### src/rtl/rop3_pkg.sv
// Shared FSM state type and named ROP3 mode bytes for the rop3_stream engine.
package rop3_pkg;

  typedef enum logic [1:0] {
    IDLE  = 2'd0,
    RUN   = 2'd1,
    DRAIN = 2'd2
  } state_t;

  localparam logic [7:0] BLACKNESS = 8'h00;
  localparam logic [7:0] DSTINVERT = 8'h55;
  localparam logic [7:0] SRCINVERT = 8'h66;
  localparam logic [7:0] SRCCOPY   = 8'hCC;
  localparam logic [7:0] PATCOPY   = 8'hF0;
  localparam logic [7:0] WHITENESS = 8'hFF;

endpackage

### src/rtl/rop3_core.sv
// Combinational per-bit ROP3 lookup: each result bit selects the mode bit
// indexed by {P,S,D} at the same position.
module rop3_core
  import rop3_pkg::*;
#(
  parameter int N = 32
) (
  input  logic [7:0]   i_mode,
  input  logic [N-1:0] i_p,
  input  logic [N-1:0] i_s,
  input  logic [N-1:0] i_d,
  output logic [N-1:0] o_result
);

  // Bit-sliced mode lookup; P is the most significant index bit.
  always_comb begin
    o_result = {N{1'b0}};
    for (int i = 0; i < N; i++) begin
      o_result[i] = i_mode[{i_p[i], i_s[i], i_d[i]}];
    end
  end

endmodule

### src/rtl/rop3_stream.sv
// Burst-oriented ROP3 engine with a two-stage valid/ready pipeline.
// Optional stall statistics port enabled by defining ROP3_STREAM_STATS_EN.
module rop3_stream
  import rop3_pkg::*;
#(
  parameter int N     = 32,
  parameter int LEN_W = 8
) (
  input  logic             clk,
  input  logic             rst,
  input  logic             cmd_valid,
  output logic             cmd_ready,
  input  logic [7:0]       cmd_mode,
  input  logic [LEN_W-1:0] cmd_len,
  input  logic             in_valid,
  output logic             in_ready,
  input  logic [N-1:0]     P,
  input  logic [N-1:0]     S,
  input  logic [N-1:0]     D,
  output logic             out_valid,
  input  logic             out_ready,
  output logic [N-1:0]     Result,
  output logic             out_last,
  output logic             busy,
  output logic             done
`ifdef ROP3_STREAM_STATS_EN
  ,
  output logic [15:0]      stall_cnt
`endif
);

  state_t           r_state;
  state_t           w_state_nxt;
  logic [7:0]       r_mode;
  logic [LEN_W-1:0] r_cnt;

  logic [N-1:0]     r_s1_p;
  logic [N-1:0]     r_s1_s;
  logic [N-1:0]     r_s1_d;
  logic             r_s1_last;
  logic             r_s1_valid;

  logic [N-1:0]     r_result;
  logic             r_out_last;
  logic             r_out_valid;
  logic             r_done;

  logic             w_adv2;
  logic             w_cmd_fire;
  logic             w_in_fire;
  logic             w_out_fire;
  logic             w_cnt_zero;
  logic [N-1:0]     w_core_result;

  assign w_adv2     = !r_out_valid || out_ready;
  assign cmd_ready  = (r_state == IDLE);
  assign in_ready   = (r_state == RUN) && (!r_s1_valid || w_adv2);
  assign busy       = (r_state != IDLE);
  assign w_cmd_fire = cmd_valid && cmd_ready;
  assign w_in_fire  = in_valid && in_ready;
  assign w_out_fire = r_out_valid && out_ready;
  assign w_cnt_zero = (r_cnt == {LEN_W{1'b0}});

  assign out_valid  = r_out_valid;
  assign Result     = r_result;
  assign out_last   = r_out_last;
  assign done       = r_done;

  // Burst sequencing: command, input acceptance, then wait for the tagged last result.
  always_comb begin
    w_state_nxt = r_state;
    case (r_state)
      IDLE: begin
        if (w_cmd_fire) w_state_nxt = RUN;
        else            w_state_nxt = IDLE;
      end
      RUN: begin
        if (w_in_fire && w_cnt_zero) w_state_nxt = DRAIN;
        else                         w_state_nxt = RUN;
      end
      DRAIN: begin
        if (w_out_fire && r_out_last) w_state_nxt = IDLE;
        else                          w_state_nxt = DRAIN;
      end
      default: w_state_nxt = IDLE;
    endcase
  end

  // State register and done pulse.
  always_ff @(posedge clk or posedge rst) begin
    if (rst) begin
      r_state <= IDLE;
      r_done  <= 1'b0;
    end else begin
      r_state <= w_state_nxt;
      r_done  <= w_out_fire && r_out_last;
    end
  end

  // Mode and remaining-word counter; the counter stops at zero so it never wraps.
  always_ff @(posedge clk or posedge rst) begin
    if (rst) begin
      r_mode <= 8'h00;
      r_cnt  <= {LEN_W{1'b0}};
    end else if (w_cmd_fire) begin
      r_mode <= cmd_mode;
      r_cnt  <= cmd_len;
    end else if (w_in_fire && !w_cnt_zero) begin
      r_cnt  <= r_cnt - LEN_W'(1);
    end
  end

  // Stage 1: input register, tagged last when accepted at count zero.
  always_ff @(posedge clk or posedge rst) begin
    if (rst) begin
      r_s1_p     <= {N{1'b0}};
      r_s1_s     <= {N{1'b0}};
      r_s1_d     <= {N{1'b0}};
      r_s1_last  <= 1'b0;
      r_s1_valid <= 1'b0;
    end else if (w_in_fire) begin
      r_s1_p     <= P;
      r_s1_s     <= S;
      r_s1_d     <= D;
      r_s1_last  <= w_cnt_zero;
      r_s1_valid <= 1'b1;
    end else if (w_adv2) begin
      r_s1_valid <= 1'b0;
    end
  end

  rop3_core #(.N(N)) u_core (
    .i_mode   (r_mode),
    .i_p      (r_s1_p),
    .i_s      (r_s1_s),
    .i_d      (r_s1_d),
    .o_result (w_core_result)
  );

  // Stage 2: output register, frozen while the consumer stalls.
  always_ff @(posedge clk or posedge rst) begin
    if (rst) begin
      r_result    <= {N{1'b0}};
      r_out_last  <= 1'b0;
      r_out_valid <= 1'b0;
    end else if (w_adv2) begin
      r_out_valid <= r_s1_valid;
      r_out_last  <= r_s1_valid && r_s1_last;
      if (r_s1_valid) r_result <= w_core_result;
    end
  end

`ifdef ROP3_STREAM_STATS_EN
  logic [15:0] r_stall_cnt;

  // Saturating count of stalled output cycles, restarted by each new command.
  always_ff @(posedge clk or posedge rst) begin
    if (rst) begin
      r_stall_cnt <= 16'h0000;
    end else if (w_cmd_fire) begin
      r_stall_cnt <= 16'h0000;
    end else if (r_out_valid && !out_ready && (r_stall_cnt != 16'hFFFF)) begin
      r_stall_cnt <= r_stall_cnt + 16'h0001;
    end
  end

  assign stall_cnt = r_stall_cnt;
`endif

endmodule
### config.mk
export PLATFORM = sky130hd
export DESIGN_NAME = rop3_stream
export DESIGN_NICKNAME = d
export VERILOG_FILES = /design/src/rtl/rop3_pkg.sv /design/src/rtl/rop3_core.sv /design/src/rtl/rop3_stream.sv
export SDC_FILE = /design/constraint.sdc
export NUM_CORES = 1
export LEC_CHECK = 0
export ABC_CLOCK_PERIOD_IN_PS = 5160
export BUFFER_PORTS_ARGS = -buffer_cell sky130_fd_sc_hd__buf_2
export CAP_MARGIN = 20
export CORE_MARGIN = 4
export CORE_UTILIZATION = 50
export DETAILED_ROUTE_END_ITERATION = 10
export PLACE_DENSITY_LB_ADDON = 0.15
export REMOVE_ABC_BUFFERS = 1
export SYNTH_ARGS = -nofsm -noshare
export SYNTH_HDL_FRONTEND = slang
export SYNTH_SLANG_ARGS = --single-unit
### constraint.sdc
create_clock -name clk -period 5.16 [get_ports clk]
set_input_delay 1.032 -clock clk [delete_from_list [all_inputs] [get_ports clk]]
set_output_delay 1.032 -clock clk [all_outputs]
set_load 0.02 [all_outputs]
==> reports/qor.txt, run 1 <==
MaxCap Viol Count: 0
Initial antenna violation count: 0
Routability cong.: 0.747
Rows: 44
Hold Fails Final Rpt: 0
DP Worst Slack: 2.10 ns
CP endpoint kind: primary output
# DRC: 0
DIE WIDTH: 131 µm
Final ANT Viol Nets: 0
Syn avg cell area: 10.4 µm²
CORE AREA: 0.0148 mm²
Status: finished clean
Post-synthesis sequential area ratio: 0.496
Clk_lat worst skew: 0.43 ns
CP max FO: 3
Global route overflow: 0
Achievable frequency: 360 MHz
Post-DP HPWL: 12,300 µm
Clk slew on worst S/H paths: 0.06 ns
Post-CTS Setup Repair Bufs: 0
Minimum clock period: 2.78 ns
Nets: 979
Slowest cell on crit path: nand3b_1
Max-slew violations: 0
Port Buffers: 154
Hold path depth: 2
Leakage: 4.57 nW
Vias in the first global route: 6,407
Stages on worst setup path: 4
Die Y: 131 µm
Worst hold path type: reg2reg
DR vias: 5,971
Yosys reg bits: 151
Worst Path Arrival: 1.74 ns
Fin Clk Skew: 0.0148 ns
Fraction of layout cells with a size suffix above 1: 0.319
Buf/Inv on CP: 2
Final Power: 5.10 mW
Critical Path, Cell by Cell: buf_2, nand3b_1, and3_1, buf_2
DR WL/cell: 18.2 µm
Maximum clock insertion buffer count: 2
Placed Cells incl. Taps: 1,020
Power density cells: 548 mW/mm²
Worst setup margin: 2.38 ns
I/O pins: 155
Reg2reg path depth: 5
Die Area: 0.0173 mm²
Synth top area share: 0.496
Global-route wire length before repair: 32,000 µm
Synthesized area: 0.00762 mm²
Post-Route WL: 19,300 µm
CP top delay family: simple AND/OR/NAND/NOR gates
Largest net degree at the start of global routing: 121
CTS tree: yes
Cell mode on critical path: buf_2
CP peak stage delay: 0.23 ns
Fin Setup TNS: 0 ns
First DRT Iteration DRCs: 486
RSZ-0062 raised after global routing: false
Top cell type by total area after synthesis: dfrtp_1
Period utilisation layout: 0.538
Layout Area Growth over Synthesis: 22.0%
1st-pass router iterations: 5
Worst setup path class: in2out
Largest cells by area after synthesis: dfrtp_1 (50%), mux4_2 (19%), nand2_1 (16%)
GRT Util Overall: 0.233
# clock sinks: 151
Rel. slew slack: 0.434
Antenna diodes: 0
Tightest Pin Transition: 0.847 ns
Final setup viols: 0
Synth Instances: 730
Vias per cell: 5.64
Depth of the CTS H-tree: 4
Hold-fix buffers, CTS: 0
Root Buffer: clkbuf_16
CTS resizes: 0
Worst Path Required: 4.13 ns
Non-Filler Instances: 1,058
Yosys cell types: 34
Total CTS buffers: 17
Yosys warning count: 0
Initial Util: 0.517
Critical path launch point type: input pin
Worst VDD drop: 346 µV
[layout by cell type, fill, tap and decap left out, types with 2 or more instances in the layout]
cell / n
mux2i_1: 32
mux4_2: 64
inv_6: 2
clkinvlp_4: 3
inv_1: 7
clkbuf_16: 17
bufinv_16: 2
mux2_2: 8
nor2_1: 10
clkinv_2: 6
or4_1: 4
dfrtp_1: 151
o21ai_0: 35
buf_2: 154
or3_1: 2
buf_16: 9
nand2_1: 325
nand3b_1: 2
and3_1: 2
a31oi_1: 6
o221ai_1: 2
o211ai_1: 2
buf_4: 4
o31ai_1: 3
[synth_stat cells (all sizes together)]
| library cell | count |
|---|---|
| mux2i | 32 |
| o221ai | 2 |
| clkbuf | 47 |
| nand4b | 1 |
| nand3b | 2 |
| ha | 1 |
| nor3 | 1 |
| or3 | 3 |
| inv | 8 |
| nand3 | 1 |
| or2 | 2 |
| o211ai | 2 |
| a21oi | 1 |
| and3 | 2 |
| o31ai | 3 |
| o21ai | 35 |
| nand2b | 3 |
| nand2 | 325 |
| nor2 | 10 |
| o41ai | 1 |
| a31oi | 6 |
| nor2b | 1 |
| a211oi | 1 |
| mux4 | 64 |
| mux2 | 8 |
| buf | 9 |
| or4 | 5 |
| o32ai | 1 |
| o21a | 1 |
| dfrtp | 151 |
| nand4 | 1 |
[state kept, by name, indices dropped and copies added, names as in the netlist]
name        count
Result         32
done            1
out_last        1
out_valid       1
r_cnt           8
r_mode          8
r_s1_d         32
r_s1_last       1
r_s1_p         32
r_s1_s         32
r_s1_valid      1
r_state         2
[layer usage]
layer  vias up  part of all wire  GRT usage
met5         -                 0          0
met4         0             0.012     0.0747
met3        20             0.069     0.0593
met2       228              0.51      0.393
met1      2968              0.41      0.297
li1       2755                 -          -
[kinds of logic after synthesis]
kind of cell,after synthesis,synth area share
AND/OR/NAND/NOR,357,0.187
flip-flops,151,0.496
multiplexers,104,0.243
buffers and inverters,64,0.0330
AO/OA/AOI/OAI,53,0.0400
adder cells (fa/ha/maj),1,0.00164
[worst reg2reg max path: stages, from the launching register on]
cell and delay (ns):
dfrtp_1 0.41, nand3b_1 0.25, nand2b_4 0.46, buf_12 0.35, or4_1 0.55, a31oi_1 0.18
[final timing paths]
path | startpoint | to | slack, ns
max | out_ready | in_ready | 2.38
min | Result[7] | Result[7] | 0.47
max reg2reg | r_state[1] | r_cnt[6] | 2.88
min reg2reg | Result[7] | Result[7] | 0.47
max in group asynchronous | rst | r_s1_p[26] | 3.36
min in group asynchronous | rst | r_s1_s[5] | 0.62
[per-stage QoR]
stage	hold WS (ns)	util	instance area (µm²)
floorplan	0.440	-	7400
global placement	0.457	0.573	8460
detailed placement	0.464	0.581	8570
CTS	0.477	0.620	9140
global route	0.501	0.630	9300
finish	0.470	0.630	9300
[power breakdown]
group	leakage, nW	switching (mW)	total (mW)	internal [mW]
clock network	0.279	0.494	1.21	0.720
registers	1.85	0.418	1.93	1.52
logic	2.44	0.895	1.95	1.05
total	4.57	1.81	5.10	3.29
[final cells by class]
cell class	instances	area, µm²
clock buffers	19	443
clock inverters	13	130
fillers	1211	5450
inverters	8	35.0
multi-input cells	515	3610
flip-flops and latches	151	3780
well taps	184	230
repair buffers	168	1070
No activity file was read; power rests on OpenSTA's default activity.
==> run 2: changes to the inputs <==
--- a/config.mk
+++ b/config.mk
@@ -5,7 +5,7 @@
 export SDC_FILE = /design/constraint.sdc
 export NUM_CORES = 1
 export LEC_CHECK = 0
-export ABC_CLOCK_PERIOD_IN_PS = 5160
+export ABC_CLOCK_PERIOD_IN_PS = 2500
 export BUFFER_PORTS_ARGS = -buffer_cell sky130_fd_sc_hd__buf_2
 export CAP_MARGIN = 20
 export CORE_MARGIN = 4
==> constraint.sdc (replaced) <==
create_clock -name clk -period 2.5 [get_ports clk]
set_input_delay 0.5 -clock clk [delete_from_list [all_inputs] [get_ports clk]]
set_output_delay 0.5 -clock clk [all_outputs]
set_load 0.02 [all_outputs]
==> run 2 against run 1 <==
Net effect:
- non-clock buffer count fell by 3
- worst hold slack worse by 0.33 ns
- combinational power up 71%
- critical endpoint unchanged
==> reports/qor.txt, run 2 (synthesized netlist as in run 1, its figures left out) <==
Worst Path Required: 2.00 ns (-2.13 ns)
Global-route wire length before repair: 31,300 µm (-2.1%)
Clk slew on worst S/H paths: 0.06 ns (about the same)
Met3 GRT Util: 0.0684 (+0.00917)
Hold-fix buffers, CTS: 0 (unchanged)
CP max FO: 5 (+2)
Initial Util: 0.517 (unchanged)
Minimum clock period: 1.95 ns
Critical Path, Cell by Cell: nand3b_1, and3_1, buf_2
CORE AREA: 0.0148 mm² (unchanged)
Fin Setup TNS: 0 ns (unchanged)
Fin Clk Skew: 0.00653 ns (-0.00831 ns)
CP peak stage delay: 0.46 ns (+0.23 ns)
Worst Path Arrival: 1.45 ns (-0.29 ns)
Worst VDD drop: 568 µV (+64%)
Port Buffers: 154 (unchanged)
Global route overflow: 0 (unchanged)
Routability cong.: 0.767 (+2.7%)
Vias per cell: 5.57 (-1.2%)
Fill count: 1,212 (+0.083%)
Period utilisation layout: 0.780
Initial antenna violation count: 0 (unchanged)
DR WL/cell: 17.9 µm (-2.1%)
Antenna diodes: 0 (unchanged)
DR vias: 5,880 (-1.5%)
Largest net degree at the start of global routing: 75 (-38%)
CP endpoint kind: primary output
Pint: 6.67 mW (+100%)
Area of the multi-input gates: 0.00361 mm² (unchanged)
Worst hold path type: in2async
GRT Util Overall: 0.224 (-0.00868)
Non-Filler Instances: 1,055 (-0.28%)
CTS resizes: 0 (unchanged)
Worst setup margin: 0.549 ns (-1.84 ns)
Sw Ratio: 0.351 (-0.00401)
Power density cells: 1120 mW/mm² (+100%)
Most frequent cells in the layout: nand2_1 (325), buf_2 (154), dfrtp_1 (151), mux4_2 (64), o21ai_0 (35)
Net Sw Power: 3.60 mW (+99%)
Layout Area Growth over Synthesis: 20.7%
Fraction of layout cells with a size suffix above 1: 0.317 (-0.00234)
DIE WIDTH: 131 µm (unchanged)
Slowest cell on crit path: dfrtp_1
Max-slew violations: 0 (unchanged)
Tightest Pin Transition: 1.15 ns (+0.303 ns)
Vias in the first global route: 6,048 (-5.6%)
1st-pass router iterations: 5 (unchanged)
Placed Cells incl. Taps: 1,022 (+0.20%)
DP Worst Slack: 0.669 ns (-1.43 ns)
Final ANT Viol Nets: 0 (unchanged)
I/O pins: 155 (unchanged)
Critical path launch point type: flop
CTS tree: yes
Busiest layer in global routing: met2
Total CTS buffers: 17 (unchanged)
Nets: 976 (-0.31%)
Reg power frac: 0.417 (+0.038)
Combinational power share: 0.325 (-0.057)
Met2 GRT Util: 0.351 (-0.0418)
Maximum clock insertion buffer count: 2 (unchanged)
Global routing usage on met1: 0.307 (+0.0100)
Depth of the CTS H-tree: 4 (unchanged)
Buf/Inv on CP: 1 (-1)
Root Buffer: clkbuf_16
MaxCap Viol Count: 0 (unchanged)
# DRC: 0 (unchanged)
Die Area: 0.0173 mm² (unchanged)
Post-DP HPWL: 12,100 µm (-1.4%)
Clk pwr share: 0.259 (+0.021)
Post-CTS Setup Repair Bufs: 0 (unchanged)
Register area: 0.00378 mm² (unchanged)
Clk_lat worst skew: 0.42 ns (about the same)
RSZ-0062 raised after global routing: false
Worst setup path class: reg2out
Die Y: 131 µm (unchanged)
Commonest non-fill, non-tap cell in the layout: nand2_1
# clock sinks: 151 (unchanged)
CP top delay family: flip-flops
Leakage: 4.53 nW (-0.93%)
First DRT Iteration DRCs: 483 (-0.62%)
Post-Route WL: 18,900 µm (-2.3%)
Final setup viols: 0 (unchanged)
Rows: 44 (unchanged)
Achievable frequency: 513 MHz
Rel. slew slack: 0.233 (-0.201)
Hold Fails Final Rpt: 0 (unchanged)
Status: finished clean
## run 2: power by group through the flow
stage	clock, mW	combinational, mW	sequential [mW]
after floorplan	0	2.24	4.19
after global placement	0	3.14	4.27
after CTS	2.71	3.25	4.32
final	2.66	3.34	4.28
after global routing	2.83	3.67	4.39
after detailed placement	0	3.23	4.35
## run 2: final timing paths
path                             from         end  slack [ns]  cells past startpoint
max                        r_s1_valid    in_ready        0.55                      3
max in group asynchronous         rst   r_mode[0]        1.73                      3
max reg2reg                  r_cnt[0]    r_cnt[6]        0.62                      6
min reg2reg                Result[24]  Result[24]        0.48                      2
min                               rst  r_s1_s[13]        0.14                      2
min in group clk                P[18]  r_s1_p[18]        0.27                      3
## run 2: layer usage
layer  part of all wire  wire [µm]
met3              0.076       1430
met4              0.014        271
met5                  0          0
met1               0.43       8050
met2               0.48       9100
## run 2: area by class of cell
cell class	count	share of cell area
Sequential cell	151	0.411
Multi-Input combinational cell	515	0.393
Timing Repair Buffer	165	0.100
Clock buffer	21	0.0511
Tap cell	184	0.0250
Clock inverter	11	0.0159
Inverter	8	0.00381
## run 2: metrics by stage
stage | utilization | area [µm²] | hold WS (ns) | total power [mW]
after global placement | 0.580 | 8550 | 0.454 | 7.41
after detailed placement | 0.580 | 8550 | 0.469 | 7.58
after global routing | 0.623 | 9200 | 0.166 | 10.9
after floorplan | - | 7400 | 0.440 | 6.43
final | 0.623 | 9200 | 0.138 | 10.3
after CTS | 0.622 | 9170 | 0.151 | 10.3
==> run 3: changes to the inputs <==
--- a/config.mk
+++ b/config.mk
@@ -5,11 +5,11 @@
 export SDC_FILE = /design/constraint.sdc
 export NUM_CORES = 1
 export LEC_CHECK = 0
-export ABC_CLOCK_PERIOD_IN_PS = 2500
+export ABC_CLOCK_PERIOD_IN_PS = 1900
 export BUFFER_PORTS_ARGS = -buffer_cell sky130_fd_sc_hd__buf_2
 export CAP_MARGIN = 20
 export CORE_MARGIN = 4
-export CORE_UTILIZATION = 50
+export CORE_UTILIZATION = 52
 export DETAILED_ROUTE_END_ITERATION = 10
 export PLACE_DENSITY_LB_ADDON = 0.15
 export REMOVE_ABC_BUFFERS = 1
==> constraint.sdc (replaced) <==
create_clock -name clk -period 1.9 [get_ports clk]
set_input_delay 0.38 -clock clk [delete_from_list [all_inputs] [get_ports clk]]
set_output_delay 0.38 -clock clk [all_outputs]
set_load 0.02 [all_outputs]
==> run 3 against run 2 <==
Net effect:
- sequential power up 17%
- largest cell class unchanged
- power up 33%
- global-route usage rose by 2.0 points
- largest power group is now combinational cells
==> reports/qor.txt, run 3 (synthesized netlist as in run 1, its figures left out) <==
Critical path launch point type: flop
CP peak stage delay: 0.59 ns (+0.13 ns)
FF-to-FF Start: r_cnt[3]
Fill count: 1,122 (-7.4%)
I/O pins: 155 (unchanged)
CORE AREA: 0.0141 mm² (-4.5%)
Placed Cells incl. Taps: 1,030 (+0.78%)
Register area: 0.00378 mm² (about the same)
Max-slew violations: 0 (unchanged)
Maximum clock insertion buffer count: 2 (unchanged)
Area of the multi-input gates: 0.00361 mm² (unchanged)
Power density cells: 1470 mW/mm² (+32%)
Clk slew on worst S/H paths: 0.06 ns (about the same)
Largest net degree at the start of global routing: 70 (-6.7%)
Fin Clk Skew: 0.00608 ns (-0.000453 ns)
# clock sinks: 151 (unchanged)
DR vias: 5,969 (+1.5%)
Rows: 43 (-2.3%)
Die Y: 129 µm (-1.8%)
CTS tree: yes
Depth of the CTS H-tree: 4 (unchanged)
Final ANT Viol Nets: 0 (unchanged)
Commonest non-fill, non-tap cell in the layout: nand2_1
First DRT Iteration DRCs: 412 (-15%)
Global-route wire length before repair: 31,400 µm (+0.22%)
Status: finished clean
Rel. slew slack: 0.630 (+0.397)
# DRC: 0 (unchanged)
CP max FO: 5 (unchanged)
Tightest Pin Transition: 0.555 ns (-0.595 ns)
Worst Path Arrival: 2.09 ns (+0.64 ns)
R2r setup slk: 0.09 ns (-0.53 ns)
Most frequent cells in the layout: nand2_1 (325), buf_2 (154), dfrtp_1 (150), mux4_2 (64), o21ai_0 (35)
Final core utilization: 0.661 (+0.0373)
Worst hold path type: in2async
Final setup viols: 0 (unchanged)
Slowest cell on crit path: or4_4
Critical Path, Cell by Cell: or4_4, or3_4, nand2_1, o221ai_1
Root Buffer: clkbuf_16
Die Area: 0.0167 mm² (-3.6%)
Final Power: 13.7 mW (+33%)
Initial Util: 0.541 (+0.0241)
Clk_lat worst skew: 0.42 ns (about the same)
Total CTS buffers: 17 (unchanged)
CP endpoint kind: flop
RSZ-0062 raised after global routing: false
Vias in the first global route: 6,219 (+2.8%)
Hold Fails Final Rpt: 0 (unchanged)
Routability cong.: 0.822 (+7.2%)
R2R Path End: r_cnt[2]
GRT Util Overall: 0.244 (+0.0202)
Antenna diodes: 0 (unchanged)
Worst setup path class: reg2reg
Post-Route WL: 19,300 µm (+2.3%)
Leakage: 4.59 nW (+1.3%)
Worst setup margin: 0.0944 ns (-0.455 ns)
Non-Filler Instances: 1,060 (+0.47%)
Port Buffers: 154 (unchanged)
Worst Path Required: 2.19 ns (+0.19 ns)
Minimum clock period: 1.81 ns
Fin Hold WS: 0.00957 ns (-0.129 ns)
Vias per cell: 5.63 (+1.0%)
Layout Area Growth over Synthesis: 22.2%
Fraction of layout cells with a size suffix above 1: 0.324 (+0.00699)
Post-DP HPWL: 12,500 µm (+3.8%)
Initial antenna violation count: 0 (unchanged)
1st-pass router iterations: 5 (unchanged)
Post-CTS Setup Repair Bufs: 0 (unchanged)
Reg2reg path depth: 4 (-2)
Period utilisation layout: 0.950
DR WL/cell: 18.2 µm (+1.8%)
Achievable frequency: 554 MHz
DP Worst Slack: 0.0965 ns (-0.572 ns)
Worst VDD drop: 1020 µV (+80%)
DIE WIDTH: 129 µm (-1.8%)
Nets: 987 (+1.1%)
Global route overflow: 0 (unchanged)
MaxCap Viol Count: 0 (unchanged)
[run 3: worst max-delay path, delay by kind of cell (launching register included)]
kind | cells | cell delay, ns
DFF | 1 | 0.41
AOI/OAI and AO/OA | 1 | 0.12
and+or+nand+nor | 3 | 1.14
[run 3: area by class of cell]
cell class                 instances  share of cell area
sequential                       151               0.406
multi-input combinational        515               0.388
timing repair buffer             176               0.117
clock buffer                      22              0.0509
tap                              180              0.0242
clock inverter                     8              0.0106
inverter                           8             0.00376
[run 3: worst max path at each step]
stage / endpoint / slack [ns] / cells past startpoint / startpoint
CTS: in_ready / 0.06 / 3 / r_s1_valid
global route: r_cnt[6] / 0.02 / 6 / r_cnt[0]
global placement: r_cnt[2] / 0.15 / 4 / r_cnt[3]
finish: r_cnt[2] / 0.09 / 4 / r_cnt[3]
detailed placement: r_cnt[2] / 0.1 / 4 / r_cnt[3]
floorplan: r_cnt[1] / -3.09 / 4 / out_valid
[run 3: per-layer routing]
metal  vias to the layer above  global-route usage  wire length, µm
li1                       2762                   -                -
met3                        25              0.0569             1210
met1                      2974               0.317             7820
met2                       208               0.415             9940
met4                         0              0.0704              324
met5                         -                   0                0
[run 3: per-stage QoR]
stage	TNS, ns	area, µm²
after floorplan	-671.55	7400
after global placement	0	8740
after detailed placement	0	8740
after CTS	0	9310
after global routing	0	9310
final	0	9310
[run 3: repair_timing]
| action | CTS | global route |
|---|---|---|
| hold endpoints to repair | 0 | 0 |
| gates resized for setup | 0 | 1 |
| setup endpoints to repair | 0 | 2 |
| hold buffers | 0 | 0 |
[run 3: power by group]
| part | switching, mW | internal [mW] |
|---|---|---|
| sequential | 0.886 | 4.12 |
| combinational | 2.65 | 2.75 |
| clock | 1.27 | 2.02 |
| total | 4.81 | 8.89 |
